==> config.mk <==
export PLATFORM = sky130hd
export DESIGN_NAME = i2c_target_responder_flat
export DESIGN_NICKNAME = d
export VERILOG_FILES = /design/src/rtl/i2c_target_responder_if.sv /design/src/rtl/i2c_target_responder.sv /design/src/flat_wrapper.sv
export SDC_FILE = /design/constraint.sdc
export NUM_CORES = 1
export LEC_CHECK = 0
export ABC_AREA = 1
export BUFFER_PORTS_ARGS = -buffer_cell sky130_fd_sc_hd__buf_4
export CORE_MARGIN = 1.5
export CORE_UTILIZATION = 33
export DETAILED_ROUTE_END_ITERATION = 16
export PLACE_DENSITY = 0.51
export SLEW_MARGIN = 10
export SYNTH_ARGS = -nofsm -noshare
export SYNTH_HDL_FRONTEND = slang
export SYNTH_SLANG_ARGS = --single-unit
==> constraint.sdc <==
create_clock -name clk_i2c -period 1.5 [get_ports clk_i2c]
set_input_delay 0 -clock clk_i2c [delete_from_list [all_inputs] [get_ports clk_i2c]]
set_output_delay 0 -clock clk_i2c [all_outputs]
set_load 0.005 [all_outputs]
==> src/rtl/i2c_target_responder_if.sv <==
// Host-side bundle of the I2C target: the raw SCL/SDA pins plus the RX pop and TX byte handshakes.
// The target drives the slave modport; the bus model or host drives the master modport.
interface i2c_target_responder_if;
    logic       scl_in;
    logic       sda_in;
    logic       sda_oe;
    logic [7:0] rx_data;
    logic       rx_valid;
    logic       rx_ready;
    logic [7:0] tx_data;
    logic       tx_valid;
    logic       tx_ready;

    modport slave (
        input  scl_in, sda_in, rx_ready, tx_data, tx_valid,
        output sda_oe, rx_data, rx_valid, tx_ready
    );

    modport master (
        output scl_in, sda_in, rx_ready, tx_data, tx_valid,
        input  sda_oe, rx_data, rx_valid, tx_ready
    );
endinterface

==> src/rtl/i2c_target_responder.sv <==
// Generic FIFO. A pushed word is visible at the head on the next cycle.
// A push while full is dropped, judged before any same-cycle pop; a pop while empty is ignored.
module i2c_target_responder_fifo #(
    parameter int WIDTH = 8,
    parameter int DEPTH = 4
) (
    input  logic             clk_i,
    input  logic             rst_i,
    input  logic             push_i,
    input  logic [WIDTH-1:0] push_dat_i,
    input  logic             pop_i,
    output logic [WIDTH-1:0] head_dat_o,
    output logic             full_o,
    output logic             empty_o
);
    localparam int AW = $clog2(DEPTH);

    logic [WIDTH-1:0] mem_q [DEPTH];
    logic [AW:0]      wr_ptr_q, rd_ptr_q;
    logic             push_ok, pop_ok;

    assign empty_o    = (wr_ptr_q == rd_ptr_q);
    assign full_o     = (wr_ptr_q[AW] != rd_ptr_q[AW]) && (wr_ptr_q[AW-1:0] == rd_ptr_q[AW-1:0]);
    assign push_ok    = push_i && !full_o;
    assign pop_ok     = pop_i && !empty_o;
    assign head_dat_o = mem_q[rd_ptr_q[AW-1:0]];

    always_ff @(posedge clk_i or posedge rst_i) begin
        if (rst_i) begin
            wr_ptr_q <= '0;
            rd_ptr_q <= '0;
            for (int i = 0; i < DEPTH; i++) mem_q[i] <= '0;
        end else begin
            if (push_ok) begin
                mem_q[wr_ptr_q[AW-1:0]] <= push_dat_i;
                wr_ptr_q                <= wr_ptr_q + 1'b1;
            end
            if (pop_ok) rd_ptr_q <= rd_ptr_q + 1'b1;
        end
    end
endmodule

// I2C target: START/STOP detect, 7-bit address match with ACK, write bytes into the RX FIFO, and read bytes
// served from the TX handshake. Bus events lag the pins by SYNC_STAGES+1 cycles; no clock stretching.
module i2c_target_responder #(
    parameter int SYNC_STAGES = 2,
    parameter int RX_DEPTH    = 4
) (
    input  logic                  clk_i2c,
    input  logic                  rst_i2c,
    i2c_target_responder_if.slave bus,
    input  logic                  enable,
    input  logic [6:0]            own_addr,
    output logic                  busy,
    output logic                  rw,
    output logic                  addr_hit,
    output logic                  start_det,
    output logic                  stop_det,
    output logic                  rx_overflow,
    output logic                  tx_underrun
);
    typedef enum logic [2:0] {
        IDLE, ADDR, ADDR_ACK, WR_DATA, WR_ACK, RD_DATA, RD_ACK, IGNORE
    } state_t;

    state_t                 state_q, state_d;
    logic [SYNC_STAGES-1:0] scl_sync_q, sda_sync_q;
    logic                   scl_hist_q, sda_hist_q;
    logic [2:0]             bit_cnt_q, bit_cnt_d;
    logic [7:0]             shift_q, shift_d;
    logic                   sda_oe_q, sda_oe_d;
    logic                   busy_q, busy_d;
    logic                   rw_q, rw_d;
    logic                   phase_q, phase_d;
    logic                   ack_q, ack_d;

    logic       scl_s, sda_s, scl_rise, scl_fall, start_c, stop_c;
    logic [7:0] rx_byte;
    logic       load_byte, push_c, rx_full, rx_empty;
    logic       hit_c, ovf_c, und_c, txr_c;

    // Idle bus is high, so the synchronizers reset to 1 to avoid phantom edges out of reset.
    always_ff @(posedge clk_i2c or posedge rst_i2c) begin
        if (rst_i2c) begin
            scl_sync_q <= '1;
            sda_sync_q <= '1;
            scl_hist_q <= 1'b1;
            sda_hist_q <= 1'b1;
        end else begin
            scl_sync_q <= {scl_sync_q[SYNC_STAGES-2:0], bus.scl_in};
            sda_sync_q <= {sda_sync_q[SYNC_STAGES-2:0], bus.sda_in};
            scl_hist_q <= scl_sync_q[SYNC_STAGES-1];
            sda_hist_q <= sda_sync_q[SYNC_STAGES-1];
        end
    end

    assign scl_s    = scl_sync_q[SYNC_STAGES-1];
    assign sda_s    = sda_sync_q[SYNC_STAGES-1];
    assign scl_rise = scl_s && !scl_hist_q;
    assign scl_fall = !scl_s && scl_hist_q;
    assign start_c  = scl_s && scl_hist_q && !sda_s && sda_hist_q;
    assign stop_c   = scl_s && scl_hist_q && sda_s && !sda_hist_q;
    assign rx_byte  = {shift_q[6:0], sda_s};

    always_comb begin
        state_d   = state_q;
        bit_cnt_d = bit_cnt_q;
        shift_d   = shift_q;
        sda_oe_d  = sda_oe_q;
        busy_d    = busy_q;
        rw_d      = rw_q;
        phase_d   = phase_q;
        ack_d     = ack_q;
        load_byte = 1'b0;
        push_c    = 1'b0;
        hit_c     = 1'b0;
        ovf_c     = 1'b0;
        und_c     = 1'b0;
        txr_c     = 1'b0;

        if (start_c) begin
            state_d   = ADDR;
            bit_cnt_d = 3'd0;
            sda_oe_d  = 1'b0;
            busy_d    = 1'b1;
        end else if (stop_c) begin
            state_d  = IDLE;
            sda_oe_d = 1'b0;
            busy_d   = 1'b0;
        end else begin
            case (state_q)
                IDLE: ;
                ADDR: if (scl_rise) begin
                    shift_d   = rx_byte;
                    bit_cnt_d = bit_cnt_q + 3'd1;
                    if (bit_cnt_q == 3'd7) begin
                        if (enable && rx_byte[7:1] == own_addr) begin
                            rw_d    = rx_byte[0];
                            hit_c   = 1'b1;
                            phase_d = 1'b0;
                            state_d = ADDR_ACK;
                        end else begin
                            state_d = IGNORE;
                        end
                    end
                end
                // phase_q separates the fall that starts the ACK slot from the fall that ends it.
                ADDR_ACK: if (scl_fall) begin
                    if (!phase_q) begin
                        sda_oe_d = 1'b1;
                        phase_d  = 1'b1;
                    end else if (rw_q) begin
                        load_byte = 1'b1;
                    end else begin
                        sda_oe_d  = 1'b0;
                        bit_cnt_d = 3'd0;
                        state_d   = WR_DATA;
                    end
                end
                WR_DATA: if (scl_rise) begin
                    shift_d   = rx_byte;
                    bit_cnt_d = bit_cnt_q + 3'd1;
                    if (bit_cnt_q == 3'd7) begin
                        push_c  = !rx_full;
                        ovf_c   = rx_full;
                        ack_d   = !rx_full;
                        phase_d = 1'b0;
                        state_d = WR_ACK;
                    end
                end
                WR_ACK: if (scl_fall) begin
                    if (!phase_q) begin
                        sda_oe_d = ack_q;
                        phase_d  = 1'b1;
                    end else begin
                        sda_oe_d  = 1'b0;
                        bit_cnt_d = 3'd0;
                        state_d   = WR_DATA;
                    end
                end
                RD_DATA: if (scl_fall) begin
                    if (bit_cnt_q == 3'd7) begin
                        sda_oe_d = 1'b0;
                        phase_d  = 1'b0;
                        state_d  = RD_ACK;
                    end else begin
                        shift_d   = {shift_q[6:0], 1'b0};
                        sda_oe_d  = ~shift_q[6];
                        bit_cnt_d = bit_cnt_q + 3'd1;
                    end
                end
                RD_ACK: begin
                    if (scl_rise) begin
                        if (!sda_s) phase_d = 1'b1;
                        else        state_d = IGNORE;
                    end else if (scl_fall && phase_q) begin
                        load_byte = 1'b1;
                    end
                end
                IGNORE:  sda_oe_d = 1'b0;
                default: state_d  = IDLE;
            endcase

            if (load_byte) begin
                txr_c     = bus.tx_valid;
                und_c     = !bus.tx_valid;
                shift_d   = bus.tx_valid ? bus.tx_data : 8'hFF;
                sda_oe_d  = bus.tx_valid ? ~bus.tx_data[7] : 1'b0;
                bit_cnt_d = 3'd0;
                state_d   = RD_DATA;
            end
        end
    end

    always_ff @(posedge clk_i2c or posedge rst_i2c) begin
        if (rst_i2c) begin
            state_q   <= IDLE;
            bit_cnt_q <= 3'd0;
            shift_q   <= 8'h00;
            sda_oe_q  <= 1'b0;
            busy_q    <= 1'b0;
            rw_q      <= 1'b0;
            phase_q   <= 1'b0;
            ack_q     <= 1'b0;
        end else begin
            state_q   <= state_d;
            bit_cnt_q <= bit_cnt_d;
            shift_q   <= shift_d;
            sda_oe_q  <= sda_oe_d;
            busy_q    <= busy_d;
            rw_q      <= rw_d;
            phase_q   <= phase_d;
            ack_q     <= ack_d;
        end
    end

    i2c_target_responder_fifo #(.WIDTH(8), .DEPTH(RX_DEPTH)) u_rx_fifo (
        .clk_i      (clk_i2c),
        .rst_i      (rst_i2c),
        .push_i     (push_c),
        .push_dat_i (rx_byte),
        .pop_i      (bus.rx_ready),
        .head_dat_o (bus.rx_data),
        .full_o     (rx_full),
        .empty_o    (rx_empty)
    );

    assign bus.rx_valid = !rx_empty;
    assign bus.sda_oe   = sda_oe_q;
    assign bus.tx_ready = txr_c;
    assign busy         = busy_q;
    assign rw           = rw_q;
    assign addr_hit     = hit_c;
    assign start_det    = start_c;
    assign stop_det     = stop_c;
    assign rx_overflow  = ovf_c;
    assign tx_underrun  = und_c;
endmodule

==> src/flat_wrapper.sv <==
// flat-port wrapper written by rule: the top's interface ports become plain ports
module i2c_target_responder_flat 
#(
    parameter int SYNC_STAGES = 2,
    parameter int RX_DEPTH    = 4
)
  (clk_i2c, rst_i2c, enable, own_addr, busy, rw, addr_hit, start_det, stop_det, rx_overflow, tx_underrun, bus_scl_in, bus_sda_in, bus_rx_ready, bus_tx_data, bus_tx_valid, bus_sda_oe, bus_rx_data, bus_rx_valid, bus_tx_ready);
  i2c_target_responder_if bus_i ();
  input  logic clk_i2c;
  input  logic rst_i2c;
  input  logic enable;
  input  logic [6:0] own_addr;
  output logic busy;
  output logic rw;
  output logic addr_hit;
  output logic start_det;
  output logic stop_det;
  output logic rx_overflow;
  output logic tx_underrun;
  input wire logic [$bits(bus_i.scl_in)-1:0] bus_scl_in;
  input wire logic [$bits(bus_i.sda_in)-1:0] bus_sda_in;
  input wire logic [$bits(bus_i.rx_ready)-1:0] bus_rx_ready;
  input wire logic [$bits(bus_i.tx_data)-1:0] bus_tx_data;
  input wire logic [$bits(bus_i.tx_valid)-1:0] bus_tx_valid;
  output wire logic [$bits(bus_i.sda_oe)-1:0] bus_sda_oe;
  output wire logic [$bits(bus_i.rx_data)-1:0] bus_rx_data;
  output wire logic [$bits(bus_i.rx_valid)-1:0] bus_rx_valid;
  output wire logic [$bits(bus_i.tx_ready)-1:0] bus_tx_ready;
  assign bus_i.scl_in = bus_scl_in;
  assign bus_i.sda_in = bus_sda_in;
  assign bus_i.rx_ready = bus_rx_ready;
  assign bus_i.tx_data = bus_tx_data;
  assign bus_i.tx_valid = bus_tx_valid;
  assign bus_sda_oe = bus_i.sda_oe;
  assign bus_rx_data = bus_i.rx_data;
  assign bus_rx_valid = bus_i.rx_valid;
  assign bus_tx_ready = bus_i.tx_ready;
  i2c_target_responder #(.SYNC_STAGES(SYNC_STAGES), .RX_DEPTH(RX_DEPTH)) u_core (.clk_i2c(clk_i2c), .rst_i2c(rst_i2c), .bus(bus_i), .enable(enable), .own_addr(own_addr), .busy(busy), .rw(rw), .addr_hit(addr_hit), .start_det(start_det), .stop_det(stop_det), .rx_overflow(rx_overflow), .tx_underrun(tx_underrun));
endmodule
==> parameters.txt, run 1 <==
Parameter                              Value

Timing
  Clock period minus final worst setup slack ... 1695 ps
  Transition time at the pin with the least slew margin ... 569.0 ps
  RSZ-0062 raised after global routing ... true
  Number of setup violations in the final report ... 55
  Worst hold slack ... ~230 ps
  Post-route clock period utilization ... 113.0%
  Final-report max-slew violation count ... 0
  Hold violation count in the final report ... 0
  Worst rel slew slack ... 62.07%
  Final clock skew ... roughly 8.2 ps
  Setup slack of the critical path after layout ... -194.5 ps
  Maximum clock rate ... roughly 590 MHz

Die
  I/O Pins ... 40
  Die width ... 105.4 um
  Die boundary height ... between 100 and 150 um
  FP Rows ... 37
  Initial Util ... about a third
  Area of the die ... 0.01111 mm2
  Placeable core region ... 0.01023 mm2

Yosys
  Most common cell in the synthesized netlist ... sky130_fd_sc_hd__nand2_1
  Mean cell area of the mapped netlist ... 8.383 um2
  Post-synthesis sequential area ratio ... 45.03%
  Net Count, Synth ... 442
  Area fraction of the dominant cell type after synthesis ... between 40% and 50%
  Number of enable flip-flop cells after synthesis ... 0
  Fraction of registers with async set or reset after synthesis ... 100.0%
  Synthesis Warnings ... 0
  Most area-consuming cells after synthesis ... sky130_fd_sc_hd__dfrtp_1, sky130_fd_sc_hd__nand2_1, sky130_fd_sc_hd__o21ai_2, sky130_fd_sc_hd__nor2_1, sky130_fd_sc_hd__dfstp_2
  Most frequent cells after synthesis ... sky130_fd_sc_hd__nand2_1, sky130_fd_sc_hd__dfrtp_1, sky130_fd_sc_hd__nor2_1
  Post-synth top area cell ... sky130_fd_sc_hd__dfrtp_1
  Cell area after synthesis ... 0.003462 mm2
  Ys flop type ... sky130_fd_sc_hd__dfrtp_1
  Flip-flop and latch count after synthesis ... 62
  Count of mapped cells out of synthesis ... ~410
  Netlist cell types ... 34

Route
  Initial DRT Pass Iterations ... 4
  Iter 0 DRT Violations ... 111
  Vias after detailed routing ... 3,349
  Post-DR wirelength/cell ... 15.51 um
  Post-DRT Antenna Nets ... 0
  Final WL ... 10,880 um
  Via-per-instance ratio ... around 4.8
  Number of remaining DRC errors ... 0

Power and ir drop
  Cell Pwr Density ... 1564 mW/mm2
  Static leakage ... 2.614 nW
  Max VDD drop ... roughly 0.00077 V
  Pwr Total ... 8.962 mW

Placement
  Routability cong. ... roughly 0.86
  Standard cell area after detailed placement ... 0.004323 mm2
  Number of port buffers ... 39
  Sum of net half-perimeters after detailed placement ... 6362 um

Worst setup path
  Crit path top cell by count ... sky130_fd_sc_hd__nand2_4
  Reg2Reg Depth ... 9
  Data arrival time at the worst-slack endpoint ... 1910 ps
  Launching point of the worst reg2reg path ... u_core.scl_sync_q[1]$_DFF_PP1_
  Destination of the worst register-to-register timing path ... u_core.u_rx_fifo.mem_q[17]$_DFFE_PP0P_
  Start-to-end type of the worst setup path ... reg2reg
  Critical Path Fanout Max ... 8
  Worst-path cell chain ... inv_2 > nor2_4 > nand2_4 > nor2_4 > nand2_4 > inv_12 > nand2_8 > nand2_4 > o21ai_2
  Setup slack, reg-to-reg ... -190 ps
  Highest-delay cell along the critical path ... sky130_fd_sc_hd__dfstp_2
  Critical Path Start Type ... flop
  Critical path endpoint category ... flop
  Data required time of the critical path ... 1720 ps
  CP max stage delay ... 550 ps

Outcome
  Violations in the final reports ... setup timing
  Status ... finished, violations left

Clock tree
  Clock network latency to the later pin of the worst-skew pair ... 340 ps
  Clock tree from TritonCTS ... yes
  Clk buf depth ... 2
  TritonCTS Buffers ... 9
  H-tree depth ... 3
  Sinks on the clock net ... 62
  Cell at the root of the clock tree ... sky130_fd_sc_hd__clkbuf_8
  Clock-pin slew on the worst setup and hold paths ... around 70 ps

Hold path
  Path category of the worst min-delay check ... in2reg
  Worst hold path depth ... 7
  Beginning of the worst hold path ... own_addr[3]
  Hold Crit Endpoint ... u_core.rw$_DFFE_PP0P_

GRT
  Total global routing overflow ... 0
  Number of global-route vias before repair ... 3,470
  Antenna violations before repair ... 0
  First-pass GRT wire length ... around 17,000 um
  Largest net degree at the start of global routing ... 63
  Total Routing Usage GR ... 20.23%

Job
  Number of max-capacitance violations reported ... 0

Layout
  Final std cell area, no fill ... 0.005732 mm2
  Flip-flop and latch area ... 0.001562 mm2
  Layout area overhead ... 65.56%
  # diodes ... 0
  Total area of multi-input combinational cells ... ~0.0024 mm2
  NumNets Final ... 589
  Share of cells above drive strength 1 ... 59.29%
  Filler cell count ... between 800 and 900
[kinds of logic (layout without fill, tap and decap cells)]
logic type	count (synthesis)	in the layout	share of synthesized area, %
flops	62	62	45.03
simple gates	192	198	24.79
xor+xnor	7	7	1.771
buf+inv	51	197	7.156
compound gates	94	94	18.72
fa+ha+maj	7	7	2.530
[cell usage in the layout (no fill, tap or decap), drive strengths merged]
cell and n:
clkinvlp 2, nor2 57, o211ai 1, o221ai 6, o21ai 72, inv 40
a21oi 6, dlygate4sd3 12, nor3 3, xor2 3, nand4 1, dfstp 6
a21boi 1, buf 127, nand3 13, xnor2 4, nand2 124, dfrtp 56
clkinv 1, bufinv 1, clkbuf 14, o22ai 8, ha 7
[power breakdown]
| group | leakage (nW) | internal [mW] | switching, mW |
|---|---|---|---|
| Combinational | 1.70 | 2.45 | 2.82 |
| Clock | 0.0996 | 0.858 | 0.674 |
| Sequential | 0.817 | 1.92 | 0.234 |
| Total | 2.61 | 5.23 | 3.73 |
[registers in the layout, indices dropped and copies added, names as in the netlist, 2 cells and up]
name	flops
u_core.scl_sync_q	2
u_core.u_rx_fifo.wr_ptr_q	3
u_core.u_rx_fifo.mem_q	32
u_core.u_rx_fifo.rd_ptr_q	3
u_core.bit_cnt_q	3
u_core.shift_q	7
u_core.state_q	3
u_core.sda_sync_q	2
[critical path: cells and delay by family (launching register included)]
kind,cells,cell delay (ps)
simple gates,6,750
flops,1,550
buf+inv,2,220
compound gates,1,40
[repair_timing]
item,4_1_cts,5_1_grt
setup endpoints to repair,61,65
hold buffers,12,0
cloned,8,1
resized for setup,117,105
pin swaps,32,34
endpoints found under the hold margin,69,0
buffers inserted,23,7
[per-layer routing]
metal | share of wire [%] | wire [um] | up-vias | track usage [%]
li1 | - | - | 1665 | -
met1 | 45 | 4850 | 1599 | 25.38
met2 | 51 | 5569 | 70 | 35.34
met3 | 2.8 | 302 | 15 | 4.267
met4 | 1.4 | 154 | 0 | 5.088
met5 | 0 | 0 | - | 0
[worst max-delay path by stage]
stage	from	cells after the start	slack, ps	to
after floorplan	u_core.scl_sync_q[1]$_DFF_PP1_	10	-30	u_core.u_rx_fifo.mem_q[15]$_DFFE_PP0P_
after global placement	u_core.scl_hist_q$_DFF_PP1_	8	-180	u_core.shift_q[6]$_DFFE_PP0P_
after detailed placement	u_core.scl_hist_q$_DFF_PP1_	8	-220	u_core.shift_q[4]$_DFFE_PP0P_
after CTS	u_core.scl_hist_q$_DFF_PP1_	8	-150	bus_tx_ready
after global routing	u_core.state_q[2]$_DFFE_PP0P_	11	-250	u_core.bit_cnt_q[0]$_DFFE_PP0P_
final	u_core.scl_sync_q[1]$_DFF_PP1_	9	-190	u_core.u_rx_fifo.mem_q[17]$_DFFE_PP0P_
[cell type report]
class | instances | share of cell area, %
clock buffer | 13 | 2.772
timing repair inverter | 1 | 0.1965
timing repair buffer | 140 | 21.31
sequential | 62 | 27.24
inverter | 40 | 3.122
clock inverter | 3 | 0.7422
tap | 136 | 2.969
multi-input combinational | 306 | 41.65
[metrics by stage]
stage	cells	utilization (%)	TNS, ps	setup WS (ps)
5_1_grt	701	56.02	-11520	-246.3
3_3_place_gp	636	42.25	-3732	-178.3
2_1_floorplan	413	-	-273.1	-28.94
4_1_cts	694	51.72	-5243	-148.2
6_report	701	56.02	-8166	-194.5
3_5_place_dp	636	42.25	-4769	-220.9
Power figures use the tool's default switching activity.
==> run 2: changes to the inputs <==
GPL_TIMING_DRIVEN = 0   (was default)
SYNTH_HIERARCHICAL = 1   (was default)
==> run 2 against run 1 <==
The flow still finishes with violations (setup timing). Fmax is 4.4% lower. Sequential power is 3% higher. First-iteration DRC count is 51% higher. Worst setup slack worse by 78 ps. Synthesized cell count is 23% higher. Critical path type unchanged. Largest cell class unchanged.
==> parameters.txt, run 2 <==
Parameter                              Value

Yosys
  Net Count, Synth ... about 540
  Cell area after synthesis ... 0.003724 mm2
  Post-synth top area cell ... sky130_fd_sc_hd__dfrtp_1
  Most area-consuming cells after synthesis ... sky130_fd_sc_hd__dfrtp_1, sky130_fd_sc_hd__nand2_1, sky130_fd_sc_hd__nand4_1, sky130_fd_sc_hd__nor2_1, sky130_fd_sc_hd__inv_1
  Most frequent cells after synthesis ... sky130_fd_sc_hd__nand2_1, sky130_fd_sc_hd__dfrtp_1, sky130_fd_sc_hd__nor2_1
  Area fraction of the dominant cell type after synthesis ... 37.63%
  Most common cell in the synthesized netlist ... sky130_fd_sc_hd__nand2_1
  Mean cell area of the mapped netlist ... between 7 and 8 um2
  Post-synthesis sequential area ratio ... 41.87%
  Flip-flop and latch count after synthesis ... 62
  Netlist cell types ... 34
  Ys flop type ... sky130_fd_sc_hd__dfrtp_1
  Number of enable flip-flop cells after synthesis ... 0
  Fraction of registers with async set or reset after synthesis ... 100.0%
  Synthesis Warnings ... 6
  Count of mapped cells out of synthesis ... 510

Power and ir drop
  Part of the total power dissipated in sequential elements ... between 20% and 30%
  Static leakage ... 2.874 nW
  Fraction of power spent switching nets ... between 40% and 50%
  Fraction of power consumed by combinational cells ... a little over half
  Part of the total power dissipated in the clock network ... between 20 and 25%
  Internal power ... ~5.5 mW
  Net switching power ... 3.963 mW
  Cell Pwr Density ... 1646 mW/mm2
  Max VDD drop ... 0.0009632 V

Route
  Post-DR wirelength/cell ... 15.42 um
  Via-per-instance ratio ... about 5.0
  Iter 0 DRT Violations ... 168
  Number of remaining DRC errors ... 0
  Vias after detailed routing ... 3,889
  Initial DRT Pass Iterations ... 4
  Final WL ... 11,940 um
  Post-DRT Antenna Nets ... 0

Die
  I/O Pins ... 40
  Die boundary height ... 109.2 um
  Area of the die ... ~0.012 mm2
  Die width ... 109.2 um
  FP Rows ... 38
  Initial Util ... 34.05%
  Placeable core region ... 0.01094 mm2

Clock tree
  Clock network latency to the later pin of the worst-skew pair ... between 300 and 400 ps
  Sinks on the clock net ... 62
  Cell at the root of the clock tree ... sky130_fd_sc_hd__clkbuf_16
  H-tree depth ... 3
  Clk buf depth ... 2
  Clock tree from TritonCTS ... yes
  TritonCTS Buffers ... 9
  Clock-pin slew on the worst setup and hold paths ... roughly 60 ps

Placement
  Standard cell area after detailed placement ... around 0.0043 mm2
  Routability cong. ... 0.8338
  Number of port buffers ... 39
  Sum of net half-perimeters after detailed placement ... 7675 um

Hold path
  Path category of the worst min-delay check ... in2reg

Worst setup path
  CP max stage delay ... around 350 ps
  Reg2Reg Depth ... 10
  Data arrival time at the worst-slack endpoint ... roughly 2000 ps
  CP Buf/Inv Count ... 2
  Destination of the worst register-to-register timing path ... u_core/u_rx_fifo/mem_q[3]$_DFFE_PP0P_
  Worst setup path startpoint ... u_core/bit_cnt_q[0]$_DFFE_PP0P_
  Critical Path Stages ... 10
  Top cell family by delay on the critical path ... simple AND/OR/NAND/NOR gates
  Capture point of the critical path ... u_core/u_rx_fifo/mem_q[3]$_DFFE_PP0P_
  Setup slack, reg-to-reg ... -270 ps
  Start-to-end type of the worst setup path ... reg2reg
  Highest-delay cell along the critical path ... sky130_fd_sc_hd__dfrtp_1
  Critical Path Start Type ... flop
  Critical Path Fanout Max ... 7
  Critical path endpoint category ... flop
  Data required time of the critical path ... 1710 ps
  Worst-path cell chain ... ha_2 > ha_4 > inv_4 > nor2_4 > nand2_4 > nor2_4 > buf_12 > nand3_4 > nand2_1 > nand2_1
  Launching point of the worst reg2reg path ... u_core/bit_cnt_q[0]$_DFFE_PP0P_

Layout
  Top flop regs ... u_core/u_rx_fifo/mem_q (32), u_core/shift_q (7)
  # diodes ... 0
  Final std cell area, no fill ... 0.005759 mm2
  Max FFs per register ... 32
  Layout area overhead ... 54.67%
  Most flops, register ... u_core/u_rx_fifo/mem_q
  Share of cells above drive strength 1 ... 43.06%
  NumNets Final ... 658
  Commonest non-fill, non-tap cell in the layout ... sky130_fd_sc_hd__nand2_1
  Leading cell types in the layout, fill and taps excluded ... sky130_fd_sc_hd__nand2_1, sky130_fd_sc_hd__buf_4, sky130_fd_sc_hd__dfrtp_1

GRT
  Largest net degree at the start of global routing ... 33
  Number of global-route vias before repair ... about 3,800
  Total Routing Usage GR ... 20.67%
  Total global routing overflow ... 0
  First-pass GRT wire length ... between 15,000 and 20,000 um
  Antenna violations before repair ... 0

Timing
  Clock period minus final worst setup slack ... 1773 ps
  Transition time at the pin with the least slew margin ... 952.0 ps
  Worst rel slew slack ... 36.46%
  RSZ-0062 raised after global routing ... true
  Number of setup violations in the final report ... 63
  Hold violation count in the final report ... 0
  Final-report max-slew violation count ... 0
  Post-route clock period utilization ... 118.2%
  Final sum of negative setup slack ... -12,060 ps
  Maximum clock rate ... 564.1 MHz
  Final clock skew ... between 8 and 9 ps
  Setup slack of the critical path after layout ... -272.9 ps

Job
  Number of max-capacitance violations reported ... 0

Outcome
  Status ... finished, violations left
  Violations in the final reports ... setup timing
[run 2: cells by family after synthesis]
group | after synthesis | synth area share (%)
AO/OA/AOI/OAI | 51 | 7.493
XOR/XNOR | 2 | 0.6722
adder cells (fa/ha/maj) | 7 | 2.352
buffers and inverters | 74 | 8.972
flip-flops | 62 | 41.87
AND/OR/NAND/NOR | 314 | 38.64
[run 2: layout make-up]
class,count,area [um2]
Clock inverter,6,70.07
Inverter,55,227.7
Buffer,18,219.0
Tap cell,140,175.2
Sequential cell,62,1572
Fill cell,1037,5176
Clock buffer,10,239.0
Timing Repair Buffer,108,959.7
Multi-Input combinational cell,375,2297
[run 2: metrics by stage]
| stage | instances | hold WS [ps] | total power, mW | worst slack [ps] | util [%] |
|---|---|---|---|---|---|
| final | 774 | 71.17 | 9.480 | -272.9 | 52.67 |
| after global routing | 774 | 107.3 | 10.12 | -344.7 | 52.67 |
| after CTS | 757 | 66.49 | 8.926 | -255.5 | 48.54 |
| after detailed placement | 690 | -64.48 | 5.797 | -560.6 | 38.99 |
| after global placement | 689 | 108.5 | 5.778 | -555.5 | 38.81 |
| after floorplan | 510 | 4.478 | 4.705 | -181.5 | - |
[run 2: how the worst min path moves through the flow]
| stage | cells past startpoint | slack (ps) | endpoint | start |
|---|---|---|---|---|
| global route | 5 | 110 | u_core/shift_q[4]$_DFFE_PP0P_ | bus_tx_data[4] |
| detailed placement | 2 | -60 | u_core/u_rx_fifo/wr_ptr_q[2]$_DFFE_PP0P_ | rst_i2c |
| finish | 5 | 70 | u_core/shift_q[4]$_DFFE_PP0P_ | bus_tx_data[4] |
| global placement | 1 | 110 | u_core/scl_sync_q[0]$_DFF_PP1_ | bus_scl_in |
| CTS | 5 | 70 | u_core/shift_q[2]$_DFFE_PP0P_ | bus_tx_data[2] |
| floorplan | 0 | 4 | u_core/scl_sync_q[0]$_DFF_PP1_ | bus_scl_in |
[run 2: tightest hold or removal path, stage by stage]
cell and delay [ps]:
sky130_fd_sc_hd__buf_4 80, sky130_fd_sc_hd__nor3_1 40, sky130_fd_sc_hd__a21oi_1 100, sky130_fd_sc_hd__inv_1 50
sky130_fd_sc_hd__o21ai_2 90
[run 2: what timing repair did]
item                       in CTS  in global routing
setup buffers                  42                 17
setup endpoints to repair      64                 64
cloned                          5                  2
pin swaps                      30                 24
hold endpoints to repair       62                  0
resized for setup              94                 87
hold buffers                    5                  0
[run 2: power by group through the flow]
stage | Combinational [mW] | Clock (mW) | Sequential [mW]
after floorplan | 2.55 | 0 | 2.16
after global placement | 3.51 | 0 | 2.27
after detailed placement | 3.52 | 0 | 2.27
after CTS | 4.48 | 2.19 | 2.26
after global routing | 5.61 | 2.25 | 2.26
final | 5.12 | 2.13 | 2.23
[run 2: routing by layer]
metal	track usage, %	routed length (um)	up-vias
met5	0	0	-
met2	35.31	5972	112
met1	25.33	5089	1857
met3	4.483	571	25
met4	8.071	303	0
li1	-	-	1895
==> run 3: changes to the inputs <==
ABC_AREA = default   (was 1)
==> run 3 against run 2 <==
Total power shrank 27%. Worst hold slack gained 20 ps. Worst setup slack lost 430 ps. The run still ends with setup timing left. Design area shrank 9.6%. Via count shrank 31%. First-iteration DRC count shrank 61%. Clock-buffer cell count is the same. Critical path depth shrank 1.
==> parameters.txt, run 3 <==
Parameter                              Value

Placement
  Worst slack at placement ... -1061 ps
  Number of port buffers ... 38
  Routability cong. ... 0.8444
  Number of placed cells counting well taps ... between 400 and 500
  Standard cell area after detailed placement ... a little over 0.004 mm2
  Sum of net half-perimeters after detailed placement ... between 5000 and 6000 um

Layout
  Count of non-filler cells in the finished layout ... 537
  Leading cell types in the layout, fill and taps excluded ... sky130_fd_sc_hd__buf_4, sky130_fd_sc_hd__dfrtp_1, sky130_fd_sc_hd__mux2_4
  Top flop regs ... u_core/u_rx_fifo/mem_q (32), u_core/shift_q (7)
  Share of the core filled with cells ... 50.65%
  # diodes ... 0
  Most flops, register ... u_core/u_rx_fifo/mem_q
  Max FFs per register ... 32
  Share of cells above drive strength 1 ... 58.35%
  Final std cell area, no fill ... about 0.0052 mm2
  NumNets Final ... between 400 and 500
  Commonest non-fill, non-tap cell in the layout ... sky130_fd_sc_hd__buf_4
  Layout area overhead ... 50.23%

Timing
  Final clock skew ... 13.92 ps
  Final sum of negative setup slack ... -37,060 ps
  Transition time at the pin with the least slew margin ... 978.2 ps
  Hold violation count in the final report ... 0
  Maximum clock rate ... about 450 MHz
  Post-route clock period utilization ... 146.9%
  Clock period minus final worst setup slack ... between 2000 and 2500 ps
  Setup slack of the critical path after layout ... -704.2 ps
  RSZ-0062 raised after global routing ... true
  Worst rel slew slack ... 34.72%
  Worst hold slack ... 90.94 ps
  Number of setup violations in the final report ... 69
  Final-report max-slew violation count ... 0

Route
  Vias after detailed routing ... 2,694
  Final WL ... 9263 um
  Post-DRT Antenna Nets ... 0
  Iter 0 DRT Violations ... 66
  Number of remaining DRC errors ... 0
  Via-per-instance ratio ... 5.017
  Initial DRT Pass Iterations ... 4
  Post-DR wirelength/cell ... roughly 17 um

Yosys
  Most area-consuming cells after synthesis ... sky130_fd_sc_hd__dfrtp_1, sky130_fd_sc_hd__mux2_2, sky130_fd_sc_hd__mux4_2, sky130_fd_sc_hd__dfstp_2, sky130_fd_sc_hd__ha_1
  Flip-flop and latch count after synthesis ... 62
  Netlist cell types ... 52
  Most frequent cells after synthesis ... sky130_fd_sc_hd__dfrtp_1, sky130_fd_sc_hd__mux2_2, sky130_fd_sc_hd__nor2_1
  Post-synth top area cell ... sky130_fd_sc_hd__dfrtp_1
  Synthesis Warnings ... 6
  Fraction of registers with async set or reset after synthesis ... 100.0%
  Ys flop type ... sky130_fd_sc_hd__dfrtp_1
  Cell area after synthesis ... 0.003465 mm2
  Most common cell in the synthesized netlist ... sky130_fd_sc_hd__dfrtp_1
  Count of mapped cells out of synthesis ... 292
  Area fraction of the dominant cell type after synthesis ... 40.45%
  Mean cell area of the mapped netlist ... 11.86 um2
  Net Count, Synth ... 321
  Number of enable flip-flop cells after synthesis ... 0
  Post-synthesis sequential area ratio ... ~45%

Die
  Die width ... 105.5 um
  Area of the die ... 0.01112 mm2
  Die boundary height ... 105.5 um
  FP Rows ... 37
  Placeable core region ... a little over 0.01 mm2
  I/O Pins ... 40
  Initial Util ... 33.71%

Power and ir drop
  Cell Pwr Density ... roughly 1300 mW/mm2
  Part of the total power dissipated in sequential elements ... 32.9%
  Static leakage ... 2.383 nW
  Pwr Total ... 6.956 mW
  Part of the total power dissipated in the clock network ... 19.8%
  Net switching power ... 2.635 mW
  Fraction of power spent switching nets ... 37.88%
  Fraction of power consumed by combinational cells ... 47.3%
  Max VDD drop ... ~0.00051 V
  Internal power ... between 4 and 5 mW

Clock tree
  Sinks on the clock net ... 62
  Clk buf depth ... 2
  Clock tree from TritonCTS ... yes
  Cell at the root of the clock tree ... sky130_fd_sc_hd__clkbuf_8
  TritonCTS Buffers ... 9
  H-tree depth ... 3
  Clock network latency to the later pin of the worst-skew pair ... 330 ps
  Clock-pin slew on the worst setup and hold paths ... 70 ps

Worst setup path
  Top cell family by delay on the critical path ... simple AND/OR/NAND/NOR gates
  CP max stage delay ... 540 ps
  Worst-path cell chain ... or2b_4 > nor2_4 > and3_4 > nor2b_4 > buf_6 > nand2_4 > a31oi_4 > buf_12 > mux2_4
  CP Buf/Inv Count ... 2
  Data required time of the critical path ... ~1700 ps
  Critical path endpoint category ... flop
  Critical Path Fanout Max ... 8
  Data arrival time at the worst-slack endpoint ... between 2000 and 2500 ps
  Critical Path Start Type ... flop
  Start-to-end type of the worst setup path ... reg2reg
  Highest-delay cell along the critical path ... sky130_fd_sc_hd__dfstp_2

GRT
  Largest net degree at the start of global routing ... 25
  Antenna violations before repair ... 0
  Total Routing Usage GR ... 17.28%
  Total global routing overflow ... 0
  First-pass GRT wire length ... 14,750 um
  Number of global-route vias before repair ... 2,714

Hold path
  Path category of the worst min-delay check ... in2reg

Outcome
  Violations in the final reports ... setup timing
  Status ... finished, violations left

Job
  Number of max-capacitance violations reported ... 0
==> run 3: cell types whose count changed after synthesis, moves of 8 or more <==
cell / change
sky130_fd_sc_hd__nand2_1: -158
sky130_fd_sc_hd__a31oi_1: +11
sky130_fd_sc_hd__inv_1: -29
sky130_fd_sc_hd__nor2_1: -28
sky130_fd_sc_hd__nand4_1: -33
sky130_fd_sc_hd__o21ai_0: -19
sky130_fd_sc_hd__mux2_2: +47
sky130_fd_sc_hd__o22ai_1: -8
sky130_fd_sc_hd__mux4_2: +8
sky130_fd_sc_hd__xnor2_1: +9
sky130_fd_sc_hd__nand2_2: -11
sky130_fd_sc_hd__nand3_1: -21
==> run 3: power by group through the flow <==
stage / Combinational [mW] / Sequential, mW / Clock (mW)
finish: 3.29 / 2.29 / 1.38
global placement: 2.34 / 2.36 / 0
global route: 3.52 / 2.33 / 1.52
detailed placement: 2.37 / 2.36 / 0
CTS: 3.15 / 2.27 / 1.43
floorplan: 1.90 / 2.22 / 0
==> run 3: routing by layer <==
layer	vias up	track usage (%)	part of all wire (%)
met4	0	6.067	1.5
met1	1344	25.14	48
met5	-	0	0
li1	1272	-	-
met3	11	2.226	2.9
met2	67	26.38	47
==> run 3: cell families after synthesis <==
group	after synthesis	synth area share, %
buffers and inverters	32	4.045
AO/OA/AOI/OAI	52	12.60
XOR/XNOR	17	5.598
adder cells (fa/ha/maj)	7	2.528
flip-flops	62	45.00
multiplexers	55	20.48
AND/OR/NAND/NOR	67	9.751
==> run 3: final timing paths <==
check / cells after the start / from / slack, ps / end
hold / removal: 4 / bus_tx_data[5] / 90 / u_core/shift_q[5]$_DFFE_PP0P_
setup reg to reg: 9 / u_core/scl_sync_q[1]$_DFF_PP1_ / -700 / u_core/u_rx_fifo/mem_q[13]$_DFFE_PP0P_
max in group asynchronous: 3 / rst_i2c / 360 / u_core/shift_q[6]$_DFFE_PP0P_
min in group asynchronous: 3 / rst_i2c / 230 / u_core/u_rx_fifo/rd_ptr_q[0]$_DFFE_PP0P_
setup / recovery: 9 / u_core/scl_sync_q[1]$_DFF_PP1_ / -700 / u_core/u_rx_fifo/mem_q[13]$_DFFE_PP0P_
hold reg to reg: 0 / u_core/sda_sync_q[0]$_DFF_PP1_ / 360 / u_core/sda_sync_q[1]$_DFF_PP1_
==> run 3: repair_timing <==
item	in CTS	in global routing
setup endpoints to repair	69	71
buffers inserted	36	17
cloned	1	0
endpoints found under the hold margin	39	0
resized for setup	82	34
hold buffers	4	0
pin swaps	10	15
==> run 3: worst min-delay path: stages <==
cell and delay, ps:
sky130_fd_sc_hd__buf_4 80, sky130_fd_sc_hd__inv_1 30, sky130_fd_sc_hd__a31oi_1 120, sky130_fd_sc_hd__mux2_4 150
==> run 3: final cells by class <==
class | instances | area (um2)
Buffer | 12 | 111.4
Clock inverter | 6 | 45.04
Sequential cell | 62 | 1572
Fill cell | 890 | 5072
Multi-Input combinational cell | 198 | 2177
Inverter | 19 | 71.32
Timing Repair Buffer | 94 | 920.9
Tap cell | 136 | 170.2
Clock buffer | 10 | 137.6
